[config.mk]
export PLATFORM = sky130hd
export DESIGN_NAME = shift_add_multiplier
export DESIGN_NICKNAME = d
export VERILOG_FILES = /design/src/rtl/mul_div_pkg.sv /design/src/rtl/shift_add_multiplier.sv
export SDC_FILE = /design/constraint.sdc
export NUM_CORES = 1
export LEC_CHECK = 0
export BUFFER_PORTS_ARGS = -buffer_cell sky130_fd_sc_hd__buf_2
export CAP_MARGIN = 40
export CELL_PAD_IN_SITES_DETAIL_PLACEMENT = 0
export CELL_PAD_IN_SITES_GLOBAL_PLACEMENT = 2
export CORE_UTILIZATION = 36
export DETAILED_ROUTE_END_ITERATION = 8
export PLACE_DENSITY = 0.83
export SETUP_SLACK_MARGIN = 0.15
export SLEW_MARGIN = 10
export SYNTH_ARGS = -nofsm -noshare
export SYNTH_HDL_FRONTEND = slang
export SYNTH_SLANG_ARGS = --single-unit
[constraint.sdc]
create_clock -name clk -period 2.2 [get_ports clk]
set_input_delay 0.11 -clock clk [delete_from_list [all_inputs] [get_ports clk]]
set_output_delay 0.11 -clock clk [all_outputs]
set_load 0.05 [all_outputs]
[src/rtl/mul_div_pkg.sv]
//------------------------------------------------------------------------------
// Module   : mul_div_pkg
// Purpose  : Shared types and helpers for the mul_div block set.
//            Contains the IDLE/RUN/DONE control-state encoding and the
//            iteration-counter width helper.
// Revision : 1.0 - initial release
//------------------------------------------------------------------------------
`default_nettype none

package mul_div_pkg;

  // Control states shared by the iterative multiply and divide units
  typedef enum logic [1:0] {
    ST_IDLE = 2'd0,
    ST_RUN  = 2'd1,
    ST_DONE = 2'd2
  } state_t;

  // Bits needed for a counter that must hold the values 0..width
  function automatic int count_width(input int width);
    return $clog2(width + 1);
  endfunction

endpackage : mul_div_pkg

`default_nettype wire

[src/rtl/shift_add_multiplier.sv]
//------------------------------------------------------------------------------
// Module   : shift_add_multiplier
// Purpose  : Sequential unsigned shift-and-add multiplier. Captures A and B
//            on an accepted start, adds one partial product per clock and
//            strobes done for one cycle when the product is registered.
// Options  : SHIFT_ADD_MUL_EARLY_TERM_EN - finish as soon as no set bits
//            remain in the shifted multiplier (product unchanged, only
//            done timing differs).
// Revision : 1.0 - initial release
//------------------------------------------------------------------------------
`default_nettype none

module shift_add_multiplier
  import mul_div_pkg::*;
#(
  parameter int WIDTH = 4
) (
  input  logic                 clk,
  input  logic                 rst,
  input  logic                 start,
  input  logic [WIDTH-1:0]     multiplicand,
  input  logic [WIDTH-1:0]     multiplier,
  output logic [2*WIDTH-1:0]   product,
  output logic                 busy,
  output logic                 done
);

  localparam int CW = count_width(WIDTH);

  state_t             r_state;
  state_t             w_state_next;

  logic [2*WIDTH-1:0] r_mcand;
  logic [WIDTH-1:0]   r_mplier;
  logic [2*WIDTH-1:0] r_acc;
  logic [CW-1:0]      r_count;
  logic [2*WIDTH-1:0] r_product;

  logic               w_accept;
  logic               w_last;
  logic [2*WIDTH-1:0] w_sum;
  logic [WIDTH-1:0]   w_mplier_shift;

  // start is only honoured when no operation is in flight
  assign w_accept       = start && ((r_state == ST_IDLE) || (r_state == ST_DONE));

  // Partial-product step; 2*WIDTH bits always hold (2^WIDTH-1)^2
  assign w_sum          = r_mplier[0] ? (r_acc + r_mcand) : r_acc;
  assign w_mplier_shift = r_mplier >> 1;

`ifdef SHIFT_ADD_MUL_EARLY_TERM_EN
  // Stop once the counter expires or no multiplier bits are left to add
  assign w_last = (r_count == CW'(1)) || (w_mplier_shift == '0);
`else
  // Always run the full WIDTH iterations
  assign w_last = (r_count == CW'(1));
`endif

  // Control state register
  always_ff @(posedge clk or posedge rst) begin
    if (rst) begin
      r_state <= ST_IDLE;
    end else begin
      r_state <= w_state_next;
    end
  end

  // Next-state logic; DONE can relaunch directly for back-to-back operation
  always_comb begin
    w_state_next = r_state;
    case (r_state)
      ST_IDLE: if (start)  w_state_next = ST_RUN;
      ST_RUN:  if (w_last) w_state_next = ST_DONE;
      ST_DONE: w_state_next = start ? ST_RUN : ST_IDLE;
      default: w_state_next = ST_IDLE;
    endcase
  end

  // Datapath: operand capture, one iteration per RUN cycle, product load
  always_ff @(posedge clk or posedge rst) begin
    if (rst) begin
      r_mcand   <= '0;
      r_mplier  <= '0;
      r_acc     <= '0;
      r_count   <= '0;
      r_product <= '0;
    end else if (w_accept) begin
      r_mcand   <= {{WIDTH{1'b0}}, multiplicand};
      r_mplier  <= multiplier;
      r_acc     <= '0;
      r_count   <= CW'(WIDTH);
    end else if (r_state == ST_RUN) begin
      r_acc     <= w_sum;
      r_mcand   <= r_mcand << 1;
      r_mplier  <= w_mplier_shift;
      r_count   <= r_count - CW'(1);
      if (w_last) begin
        r_product <= w_sum;
      end
    end
  end

  assign product = r_product;
  assign busy    = (r_state == ST_RUN);
  assign done    = (r_state == ST_DONE);

endmodule : shift_add_multiplier

`default_nettype wire

==> impl_summary.txt <==
----------------------------------------------------
[Routing]
  Number of design rule violations left after detail routing ... 0
  Violation count after the first detailed-routing iteration ... 50
  Via Count ... 1337
  Final wirelength ... 3710 um
  Pre-Repair DR Iteration Count ... 4
  Uppermost signal routing layer after detailed routing ... met4
  Routed length per instance ... 14.7 um
  Number of antenna-violating nets in the routed design ... 0
  Met2 wire length ... 1710 um
  Met3 Routed Length ... 193 um
  Number of vias per cell ... 5.28
  Sum of routed wire segments on met1 ... 1740 um

[Placement]
  Number of instances in the placed design ... 242
  Area post-placement ... 1850 um2
  Estimated wirelength of the detail-placed design ... 2570 um
  Final estimated routing congestion in global placement ... 0.816
  Number of port buffers ... 20
  Post-placement setup slack ... 79.8 ps

[Power]
  Part of the power in the clock network ... 0.146
  Static leakage ... 0.952 nW
  Share of power burned in registers ... 0.346
  Relative contribution of combinational cells to total power ... 0.508
  Int Power ... 1.72 mW
  Switching power of the nets ... 1.43 mW
  Peak ir drop on the vdd network ... 497 uV
  Power Density ... 1550 nW/um2
  Fraction of power spent switching nets ... 0.453

[Run status]
  Result of the run ... finished, final reports clean

[Timing]
  Final period demand of the worst path ... 1970 ps
  Number of pins with negative max-slew slack in the final report ... 0
  Slew margin rel. ... 0.589
  Post-route clock skew ... 4.71 ps
  Final total negative setup slack ... 0 ps
  PnR worst setup slack ... 234 ps
  Unrepaired setup endpoints after global routing ... false
  Achievable Freq ... 509 MHz
  Final hold violation count ... 0
  Post-route clock period utilization ... 0.893
  Worst-margin pin slew ... 615 ps
  Final setup fails ... 0

[Synthesis]
  Synth Area in Adders ... 0.0791
  Number of standard cells after synthesis ... 172
  Netlist area before placement ... 1680 um2
  Register bit count reported by yosys ... 33
  Ys Warns ... 0
  Post-synthesis cell type count ... 37
  Async set-reset flop share out of synthesis ... 1.00
  Sequential-to-total area share from yosys stat ... 0.493
  Synth area leaders ... sky130_fd_sc_hd__dfrtp_1, sky130_fd_sc_hd__ha_1, sky130_fd_sc_hd__nand2_1, sky130_fd_sc_hd__o21ai_0, sky130_fd_sc_hd__nand3_1
  Share of the synthesized netlist area taken by xor and xnor gates ... 0.0261
  Main combinational cell family by area after synthesis ... compound AO/OA/AOI/OAI gates
  Area leader, netlist ... sky130_fd_sc_hd__dfrtp_1
  Share of the synthesized area in compound gates (AO/OA/AOI/OAI) ... 0.186
  Share of the synthesized area in the top cell type ... 0.493
  Dominant synthesized flop cell ... sky130_fd_sc_hd__dfrtp_1
  Net Count, Synth ... 193
  Portion of netlist area occupied by mux cells ... 0.0187
  Post-synthesis average cell area ... 9.75 um2
  Count of flip-flops with a built-in enable after synthesis ... 0
  Simple-Gate Fraction of Synth Area ... 0.168

[GRT]
  GR Util All Layers ... 0.166
  Via count of the first global-routing pass ... 1311
  First-pass GRT wire length ... 6380 um
  Global-route congestion overflow total ... 0
  Largest net degree at the start of global routing ... 34
  Number of antenna violations at the first check in global routing ... 0

[Floorplan]
  Core Area ... 4410 um2
  Total number of placement rows ... 24
  Die outline width ... 70.2 um
  Die Y-Extent ... 70.2 um
  Initial standard-cell utilization of the core ... 0.380
  Count of boundary I/O pins ... 21
  Full die area ... 4930 um2

[Clock tree]
  Htree depth ... 2
  Clock root buffer ... sky130_fd_sc_hd__clkbuf_8
  TritonCTS clock tree ... built
  Worst-Skew Late Latency ... 290 ps
  Clock Pin Slew Worst Setup and Hold Paths ... 60 ps
  Maximum number of buffers from clock root to sink ... 2
  Number of sinks handled by clock tree synthesis ... 33
  Number of buffers created by CTS ... 5

[Layout]
  Non-filler cells, final ... 253
  Commonest non-fill, non-tap cells in the layout ... sky130_fd_sc_hd__dfrtp_1, sky130_fd_sc_hd__nand2_1, sky130_fd_sc_hd__buf_2
  Final instance area ... 2040 um2
  Commonest non-fill, non-tap cell in the layout ... sky130_fd_sc_hd__dfrtp_1
  Share of final-layout standard cells stronger than drive strength 1 ... 0.249
  Net count of the finished layout ... 222
  Number of antenna repair diodes ... 0
  Synthesis-to-layout area growth ... 21.5%

[Worst setup path]
  Critical path peak fanout ... 3
  Arrival time reported for the critical path endpoint ... 2190 ps
  Setup slack of the most critical reg-to-reg path ... 230 ps
  Crit path buf inv count ... 0
  Reg2reg path depth ... 7
  WS Path Type ... flop to flop
  Type of element launching the critical path ... flop
  Standard cell with the maximum stage delay on the critical path ... sky130_fd_sc_hd__dfrtp_1
  Family with the most delay on the worst path ... adder cells
  Ordered list of cells on the worst path ... ha_4 > fa_2 > a211oi_2 > o21bai_1 > a21oi_2 > mux2_4 > nand2_2
  Critical path's largest stage delay ... 420 ps
  Required arrival time at the worst endpoint ... 2430 ps
  Crit Reg-Reg Endpoint ... product[6]$_DFFE_PP0P_
  Reg-to-Reg Start ... r_acc[0]$_DFFE_PP0P_
  Kind of capture point of the worst setup path ... flop

[Min path]
  Hold path startpoint ... multiplier[1]
  Cell depth of the worst min-delay path ... 3
  Hold EP ... r_mplier[1]$_DFFE_PP0P_
  Hold crit path type ... input port to flop

[Run]
  Max-Cap Viols ... 0

----------------------------------------------------
==> worst min-delay path: stages <==
cell and delay, ps:
sky130_fd_sc_hd__buf_2 80, sky130_fd_sc_hd__a22oi_1 50, sky130_fd_sc_hd__nand2_1 50
==> registers in the layout, summed over array words and instances (netlist names) <==
| signal | cells |
|---|---|
| product | 8 |
| r_acc | 8 |
| r_count | 3 |
| r_mcand | 8 |
| r_mplier | 4 |
| r_state | 2 |
==> metrics by stage <==
stage / hold slack [ps] / total power [mW] / util
finish: 41.3 / 3.15 / 0.461
detailed placement: 228 / 2.58 / 0.420
CTS: 36.5 / 3.06 / 0.443
floorplan: 238 / 2.20 / -
global placement: 213 / 2.52 / 0.418
global route: 52.5 / 3.41 / 0.461
==> final cells by class <==
cell class              instances  area [um2]
repair buffers                 29         170
inverters                       6        22.5
flip-flops and latches         33         826
well taps                      52        65.1
clock buffers                   7        86.3
fillers                       434        2380
multi-input cells             126         867
==> cells in the mapped netlist (all sizes together) (3+ instances only) <==
| cell type | count |
|---|---|
| ha | 9 |
| inv | 6 |
| a211oi | 3 |
| nand2 | 28 |
| nor2 | 5 |
| clkbuf | 5 |
| xor2 | 3 |
| nand3 | 12 |
| a21o | 3 |
| a22o | 6 |
| a22oi | 5 |
| a21oi | 8 |
| o21ai | 19 |
| dfrtp | 33 |
| nor2b | 3 |
==> power groups by stage <==
stage / Sequential (mW) / Combinational, mW / Clock (mW)
finish: 1.09 / 1.60 / 0.459
global route: 1.13 / 1.78 / 0.498
CTS: 1.07 / 1.52 / 0.474
global placement: 1.07 / 1.45 / 0
floorplan: 1.24 / 0.965 / 0
detailed placement: 1.08 / 1.50 / 0
==> cell families (layout without fill, tap and decap cells) <==
family,Yosys count,count (layout)
compound gates,49,49
xor+xnor,5,5
fa+ha+maj,10,10
buf+inv,13,42
flops,33,33
mux,3,3
simple gates,59,59
==> routing by layer <==
| metal | vias up | global-route usage |
|---|---|---|
| met1 | 629 | 0.226 |
| met2 | 38 | 0.256 |
| met4 | 0 | 0.0733 |
| met3 | 8 | 0.0332 |
| li1 | 662 | - |
| met5 | - | 0 |
==> how the worst max path moves through the flow <==
stage / start / endpoint / slack (ps) / depth (start not counted)
2_1_floorplan: r_mcand[0]$_DFFE_PP0P_ / product[6]$_DFFE_PP0P_ / 230 / 7
3_3_place_gp: r_mcand[0]$_DFFE_PP0P_ / product[6]$_DFFE_PP0P_ / 110 / 7
3_5_place_dp: r_mcand[0]$_DFFE_PP0P_ / product[6]$_DFFE_PP0P_ / 80 / 7
4_1_cts: r_mcand[0]$_DFFE_PP0P_ / product[6]$_DFFE_PP0P_ / 170 / 7
5_1_grt: r_acc[0]$_DFFE_PP0P_ / product[6]$_DFFE_PP0P_ / 130 / 7
6_report: r_acc[0]$_DFFE_PP0P_ / product[6]$_DFFE_PP0P_ / 230 / 7
==> repair_timing <==
item,4_1_cts,5_1_grt
setup buffers,0,3
endpoints found under the setup margin,2,4
resized for setup,2,11
endpoints found under the hold margin,33,0
hold buffers,1,0
pin swaps,0,5
(Power assumes the default switching activity.)
